==> src/rtl/fetch_unit.sv <==
// fetch_unit: instruction fetch stage between the PC register and decode.
// Latches the PC on fetch_start, issues one req/gnt/rvalid transaction and
// captures the returned word into instr/pc_ir. It reports misaligned PCs and
// bus errors as fetch faults. Responses that arrive after a flush are dropped.
// Optional feature macro: FETCH_TIMEOUT_EN (response timeout -> access fault).
module fetch_unit #(
    parameter logic [31:0] RESET_INSTR    = 32'h0000_0013,
    parameter int unsigned TIMEOUT_CYCLES = 255
) (
    input  logic        clk,
    input  logic        rst,
    input  logic        fetch_start,
    input  logic [31:0] pc_in,
    input  logic        flush,
    output logic        imem_req,
    output logic [31:0] imem_addr,
    input  logic        imem_gnt,
    input  logic        imem_rvalid,
    input  logic [31:0] imem_rdata,
    input  logic        imem_err,
    output logic [31:0] instr,
    output logic [31:0] pc_ir,
    output logic        fetch_done,
    output logic        fetch_fault,
    output logic        fault_cause,
    output logic        busy
);

    typedef enum logic [1:0] {IDLE, REQ, WAIT, DRAIN} state_t;

    state_t      state_reg;
    logic [31:0] addr_reg;
    logic [31:0] instr_reg;
    logic [31:0] pc_ir_reg;
    logic        done_reg;
    logic        fault_reg;
    logic        cause_reg;

    // A misaligned start never reaches the bus; it faults straight from IDLE.
    logic mis_start;
    // A response is kept only if no flush arrives with it. In REQ, the grant
    // must arrive in the same cycle as the response.
    logic rsp_take;
    logic wait_timeout;

    assign mis_start = (state_reg == IDLE) && fetch_start && (pc_in[1:0] != 2'b00);
    assign rsp_take  = imem_rvalid && !flush &&
                       ((state_reg == WAIT) || ((state_reg == REQ) && imem_gnt));

`ifdef FETCH_TIMEOUT_EN
    localparam int unsigned CNT_W = (TIMEOUT_CYCLES > 255) ? $clog2(TIMEOUT_CYCLES + 1) : 8;
    localparam logic [CNT_W-1:0] CNT_LAST = CNT_W'(TIMEOUT_CYCLES - 1);

    logic [CNT_W-1:0] cnt_reg;
    logic             cnt_hit;

    // The count restarts from zero when the FSM enters WAIT or DRAIN. The
    // timeout fires in the TIMEOUT_CYCLES-th cycle spent there.
    assign cnt_hit      = (cnt_reg == CNT_LAST);
    assign wait_timeout = (state_reg == WAIT) && !imem_rvalid && !flush && cnt_hit;
`else
    assign wait_timeout = 1'b0;
`endif

    // Fetch FSM plus the instruction/fault registers it updates.
    always_ff @(posedge clk) begin
        if (rst) begin
            state_reg <= IDLE;
            addr_reg  <= 32'h0;
            instr_reg <= RESET_INSTR;
            pc_ir_reg <= 32'h0;
            done_reg  <= 1'b0;
            fault_reg <= 1'b0;
            cause_reg <= 1'b0;
`ifdef FETCH_TIMEOUT_EN
            cnt_reg   <= '0;
`endif
        end else begin
            done_reg  <= 1'b0;
            fault_reg <= 1'b0;
`ifdef FETCH_TIMEOUT_EN
            cnt_reg   <= cnt_reg + 1'b1;
`endif

            unique case (state_reg)
                IDLE: begin
                    if (fetch_start && (pc_in[1:0] == 2'b00)) begin
                        addr_reg  <= pc_in;
                        state_reg <= REQ;
                    end
                end
                REQ: begin
                    if (imem_gnt && imem_rvalid) begin
                        state_reg <= IDLE;
                    end else if (imem_gnt) begin
                        // After the grant, a flush still has a response to absorb.
                        state_reg <= flush ? DRAIN : WAIT;
`ifdef FETCH_TIMEOUT_EN
                        cnt_reg   <= '0;
`endif
                    end else if (flush) begin
                        state_reg <= IDLE;
                    end
                end
                WAIT: begin
                    if (imem_rvalid) begin
                        state_reg <= IDLE;
                    end else if (flush || wait_timeout) begin
                        state_reg <= DRAIN;
`ifdef FETCH_TIMEOUT_EN
                        cnt_reg   <= '0;
`endif
                    end
                end
                DRAIN: begin
                    if (imem_rvalid) begin
                        state_reg <= IDLE;
`ifdef FETCH_TIMEOUT_EN
                    end else if (cnt_hit) begin
                        state_reg <= IDLE;
`endif
                    end
                end
            endcase

            if (mis_start) begin
                done_reg  <= 1'b1;
                fault_reg <= 1'b1;
                cause_reg <= 1'b0;
                instr_reg <= RESET_INSTR;
                pc_ir_reg <= pc_in;
            end else if (rsp_take) begin
                done_reg  <= 1'b1;
                pc_ir_reg <= addr_reg;
                if (imem_err) begin
                    fault_reg <= 1'b1;
                    cause_reg <= 1'b1;
                    instr_reg <= RESET_INSTR;
                end else begin
                    instr_reg <= imem_rdata;
                end
            end else if (wait_timeout) begin
                done_reg  <= 1'b1;
                fault_reg <= 1'b1;
                cause_reg <= 1'b1;
                instr_reg <= RESET_INSTR;
                pc_ir_reg <= addr_reg;
            end
        end
    end

    // The request and busy flags are decoded from the state register alone.
    assign imem_req    = (state_reg == REQ);
    assign imem_addr   = addr_reg;
    assign busy        = (state_reg != IDLE);
    assign instr       = instr_reg;
    assign pc_ir       = pc_ir_reg;
    assign fetch_done  = done_reg;
    assign fetch_fault = fault_reg;
    assign fault_cause = cause_reg;

endmodule

==> config.mk <==
export PLATFORM = sky130hd
export DESIGN_NAME = fetch_unit
export DESIGN_NICKNAME = d
export VERILOG_FILES = /design/src/rtl/fetch_unit.sv
export SDC_FILE = /design/constraint.sdc
export NUM_CORES = 1
export LEC_CHECK = 0
export CAP_MARGIN = 10
export CORE_ASPECT_RATIO = 1.25
export CORE_MARGIN = 1.5
export CORE_UTILIZATION = 41
export CTS_CLUSTER_SIZE = 12
export DETAILED_ROUTE_END_ITERATION = 12
export GPL_ROUTABILITY_DRIVEN = 0
export GPL_TIMING_DRIVEN = 0
export PLACE_DENSITY_LB_ADDON = 0.12
export REMOVE_ABC_BUFFERS = 1
export SLEW_MARGIN = 15
export SYNTH_ARGS = -nofsm -noshare
export SYNTH_HDL_FRONTEND = slang
export SYNTH_SLANG_ARGS = --single-unit
==> constraint.sdc <==
create_clock -name clk -period 4.22 [get_ports clk]
set_clock_uncertainty 0.1 [all_clocks]
set_input_delay 0.844 -clock clk [delete_from_list [all_inputs] [get_ports clk]]
set_output_delay 0.844 -clock clk [all_outputs]
set_load 0.01 [all_outputs]
# == Word-level counts from Yosys, hierarchy flattened ==
# Index checks and enable logic that the tools add are counted.
# op_classes
n_mux,17
n_eq_ne,7
reduce_logical,18
# ops
operator,n
$mux W32,3
$mux W2,7
$pmux W2 S4,1
$logic_and A1 B1 Y1,7
$mux W1,6
$reduce_bool A2 Y1,3
$eq A2 B2 Y1 const B,2
$logic_not A2 Y1,2
$ne A4 B2 Y1 const B,1
$reduce_and A2 Y1,2
$reduce_and A4 Y1,1
$ne A3 B3 Y1 const B,1
$eq A2 B1 Y1 const B,1
$ne A2 B1 Y1 const B,1
$ne A2 B2 Y1 const B,1
$reduce_or A2 Y1,1
$logic_not A1 Y1,1
$logic_or A1 B1 Y1,1
# word_totals
reg_bits,101
wordCells,49
output_inout_bits,101

# == Longest topological paths before layout ==
# logic_depth
ltp_word,6
depth_mapped,7
ltp_nobuf,5

# == Worst setup path before layout ==
# No wires, ideal clock.
# synth_timing
path_kind,input to register
from,input port imem_gnt
to,"register pc_ir_reg[24], in the netlist pc_ir[24]"
slack_ns,2.277
t_required_ns,3.995
path_buffers,2
arrival_time_ns,1.717
setup_time_ns,0.125
cell_stages,6
path_cell_list,and3b_1 o21ai_2 buf_6 buf_8 mux2i_1 o2bb2ai_1
# synth_between
elab_chain_cells,4
# synth_lines
element,line_no,rtl
from (decl),17,"input logic imem_gnt,"
$logic_and A1 B1 Y1,48,((state_reg == WAIT) || ((state_reg == REQ) && imem_gnt));
$logic_or A1 B1 Y1,48,
$logic_and A1 B1 Y1,47,assign rsp_take = imem_rvalid && !flush &&
$reduce_bool A2 Y1 (no line),n/a,
to (signal assigned),131,pc_ir_reg <= pc_in;
to (signal assigned),134,pc_ir_reg <= addr_reg;
to (signal assigned),147,pc_ir_reg <= addr_reg;
to (decl),34,logic [31:0] pc_ir_reg;
# Every way passes these cells.
# A chain may end at the register's enable or synchronous reset.

# == Worst setup path in the final report ==
# layout_timing
from,input port imem_gnt
to,"register pc_ir_reg[30], in the netlist pc_ir[30]"
# The elaborated chain is that of the path after synthesis.

==> results.txt <==
The run finished with clean final reports. The final-report setup violation count is 0. The number of maximum-capacitance violations is 0. The first TritonRoute pass finished after 4 iterations. The post-synthesis instance area is 3980 sq um. The number of I/O pins is 172. The number of fill cells in the layout is 825. Using the TritonRoute via totals, the vias-per-cell ratio works out to 5.02. The core area is 9510 sq um.

Clock latency on the worst-skew pair, taken at its later pin, is 0.34 ns. The met2 wire length is 4970 um. Detailed placement finished with a half-perimeter wire length of 7020 um. The post-CTS setup buffer count is 0.

The number of instances in the synthesized netlist came out at 428. In this run, synthesis produced a sequential element count of 101. The slowest stage of the critical path is the sky130_fd_sc_hd__o21ai_4 cell. After layout, the worst path uses 65.5% of the clock period.

Along the worst hold path, the cell count comes to 2. The die width came out at 91.1 um. Cells with a size suffix above 1 make up 5.14% of the layout.

Measured against its own limit, the worst slew margin works out to 31.9%. Setup repair after global routing left no endpoint under its margin. The number of nets in the final layout is 650. In this run, the number of DRC markers left after iteration 0 of detailed routing was 70. The routed design has 10700 um of wire. The part of the Yosys area used for sequential elements is 50.8%. The average cell area after synthesis came out at 9.30 sq um. STA classifies the critical path startpoint as an input port. The number of placed instances, taps included, is 694.

The longest clock path from root to sink contains 2 buffers. The buffers plus inverters on the worst setup path is 2. The initial antenna violation count is 0. The number of global-route vias before repair is 3422. The clock transition at the registers of the reported paths came out at 0.07 ns. The cell class contributing the biggest share of worst-path delay is buffers and inverters. The transition time at the pin with the least slew margin is 1.02 ns. The number of design rule violations left after detail routing came out at 0.

The number of antenna diodes in the final layout is 0. In this run the worst path has a maximum fanout of 26. The max-slew violation count is 0. In the layout the commonest cells are sky130_fd_sc_hd__clkdlybuf4s50_1, sky130_fd_sc_hd__dfxtp_1, sky130_fd_sc_hd__nand2_1, sky130_fd_sc_hd__a21oi_1, sky130_fd_sc_hd__mux2i_1.

The area growth from synthesis to layout is 52.5%. Static timing analysis puts the maximum clock frequency at 362 MHz. Measured on the finished design, the core utilization comes to 63.8%.

The overall die height is 113 um. The full die area came out at 10300 sq um. The final-report hold violation count is 0. The count of cells in the finished layout, fillers not included, comes to 710.

The row count is 40. The number of clock sinks seen by CTS came out at 101. The final critical path time including I/O delays and setup came out at 2.76 ns. For this block, the via count after detailed routing is 3567. The maximum vdd ir drop came out at 203 uV. CTS built an H-tree with a depth of 3. The reported leakage power came out at 2.26 nW. Traced cell by cell, the critical path runs through clkdlybuf4s50_1, and3b_1, o21ai_4, buf_12, mux2i_1, o2bb2ai_1.

The antenna violation net count after detailed routing came out at 0. The number of hold buffers added after cts is 0. The critical path required time came out at 4.33 ns. By startpoint and endpoint, the worst setup path is classified as in2reg. The count of distinct cell types in the synthesized netlist is 31. Global routing used 20.1% of the available tracks across all layers. Data on the critical path arrives at its endpoint at 2.87 ns. The worst reg-to-reg path cell count is 5. The highest metal layer carrying signal wires in the routed design is met4. The number of buffers inserted by port buffering is 171. The CTS tree is built. Once the floorplan was initialized, standard cells occupied 41.9% of the core. The power per standard cell area is 346 nW/um^2. The largest stage delay on the critical path is 0.65 ns. The wire length per cell came out at 15.0 um. The number of stages on the worst setup path came out at 6. The path category of the worst min-delay check is reg2reg. The first-pass GRT wire length is 16500 um. The worst setup path is captured at a register. The number of buffers created by CTS is 9.

Summed over all nets, wire length on met3 after detailed routing comes to 925 um. The number of gates resized after CTS was 0. The library cell used most frequently in the layout, excluding fill and tap cells, is sky130_fd_sc_hd__clkdlybuf4s50_1. During synthesis, Yosys emitted a total of 0 warnings.

The routed metal-1 wire length is 4600 um. The overall overflow remaining after global route is 0. Clock tree synthesis selected as its root buffer the cell sky130_fd_sc_hd__clkbuf_16.

Entering global routing, the biggest net connects 62 pins.
==> cells by family (layout without fill, tap and decap cells) <==
logic type	count (synthesis)	count (layout)	synth area share, %
muxes	32	32	8.05
AOI/OAI and AO/OA	107	107	16.7
DFF	101	101	50.8
buffers and inverters	37	193	5.59
and+or+nand+nor	151	151	18.9
==> metal layers <==
metal	up-vias	GRT usage (%)
met5	-	0
met4	0	7.19
met3	10	7.86
met2	130	34.4
met1	1645	22.7
li1	1782	-
==> cell usage after synthesis, drive strengths merged <==
cell       n  share of area, %
dfxtp    101                51
and3       1              0.16
o21a       2              0.38
a22o       1              0.22
and3b      1              0.22
buf       21               4.1
a21oi     65               8.3
nor2b      4              0.63
mux2i     32               8.0
o21ai      9               1.2
clkbuf    15               1.4
nand3b    31               6.3
o2bb2ai   29               6.4
nor3       5              0.63
o22a       1              0.22
nand2     93               8.8
nand2b     3              0.47
inv        1             0.094
nor3b      3              0.57
nor2       8              0.94
nand3      2              0.25
==> power breakdown <==
group          leakage, nW  switching [mW]  internal [mW]
clock                0.138           0.356          0.459
sequential           0.821          0.0209          0.987
combinational         1.30           0.119          0.157
total                 2.26           0.496           1.60
==> through the flow <==
step                      setup TNS [ns]  hold slack, ns  setup slack (ns)  instance area (sq um)  power (mW)
after floorplan                        0           0.376             0.728                   3760        1.12
after global placement            -48.85           0.337            -0.909                   5630        1.29
after detailed placement               0           0.342              1.09                   5780        1.31
after CTS                              0           0.352              1.45                   6070        2.12
after global routing                   0           0.364              1.33                   6070        2.17
final                                  0           0.349              1.46                   6070        2.10
==> worst register-to-register path, stage by stage (launching register included) <==
cell,delay (ns)
sky130_fd_sc_hd__dfxtp_1,0.54
sky130_fd_sc_hd__and3b_1,0.27
sky130_fd_sc_hd__o21ai_4,0.65
sky130_fd_sc_hd__buf_12,0.27
sky130_fd_sc_hd__mux2i_1,0.23
sky130_fd_sc_hd__o2bb2ai_1,0.08
==> worst paths after layout <==
| kind | startpoint | slack, ns | endpoint |
|---|---|---|---|
| min reg2reg | instr[12] | 0.35 | instr[12] |
| max reg2reg | state_reg[1] | 1.96 | pc_ir[30] |
| min | instr[12] | 0.35 | instr[12] |
| max | imem_gnt | 1.46 | pc_ir[30] |
==> area by class of cell <==
| class | instances | area [sq um] | area share (%) |
|---|---|---|---|
| clock inverters | 6 | 63.8 | 1.05 |
| well taps | 126 | 158 | 2.60 |
| flip-flops and latches | 101 | 2020 | 33.3 |
| repair buffers | 176 | 1820 | 30.0 |
| clock buffers | 10 | 229 | 3.77 |
| inverters | 1 | 3.75 | 0.0618 |
| multi-input cells | 290 | 1770 | 29.2 |
Power figures use the tool's default switching activity.
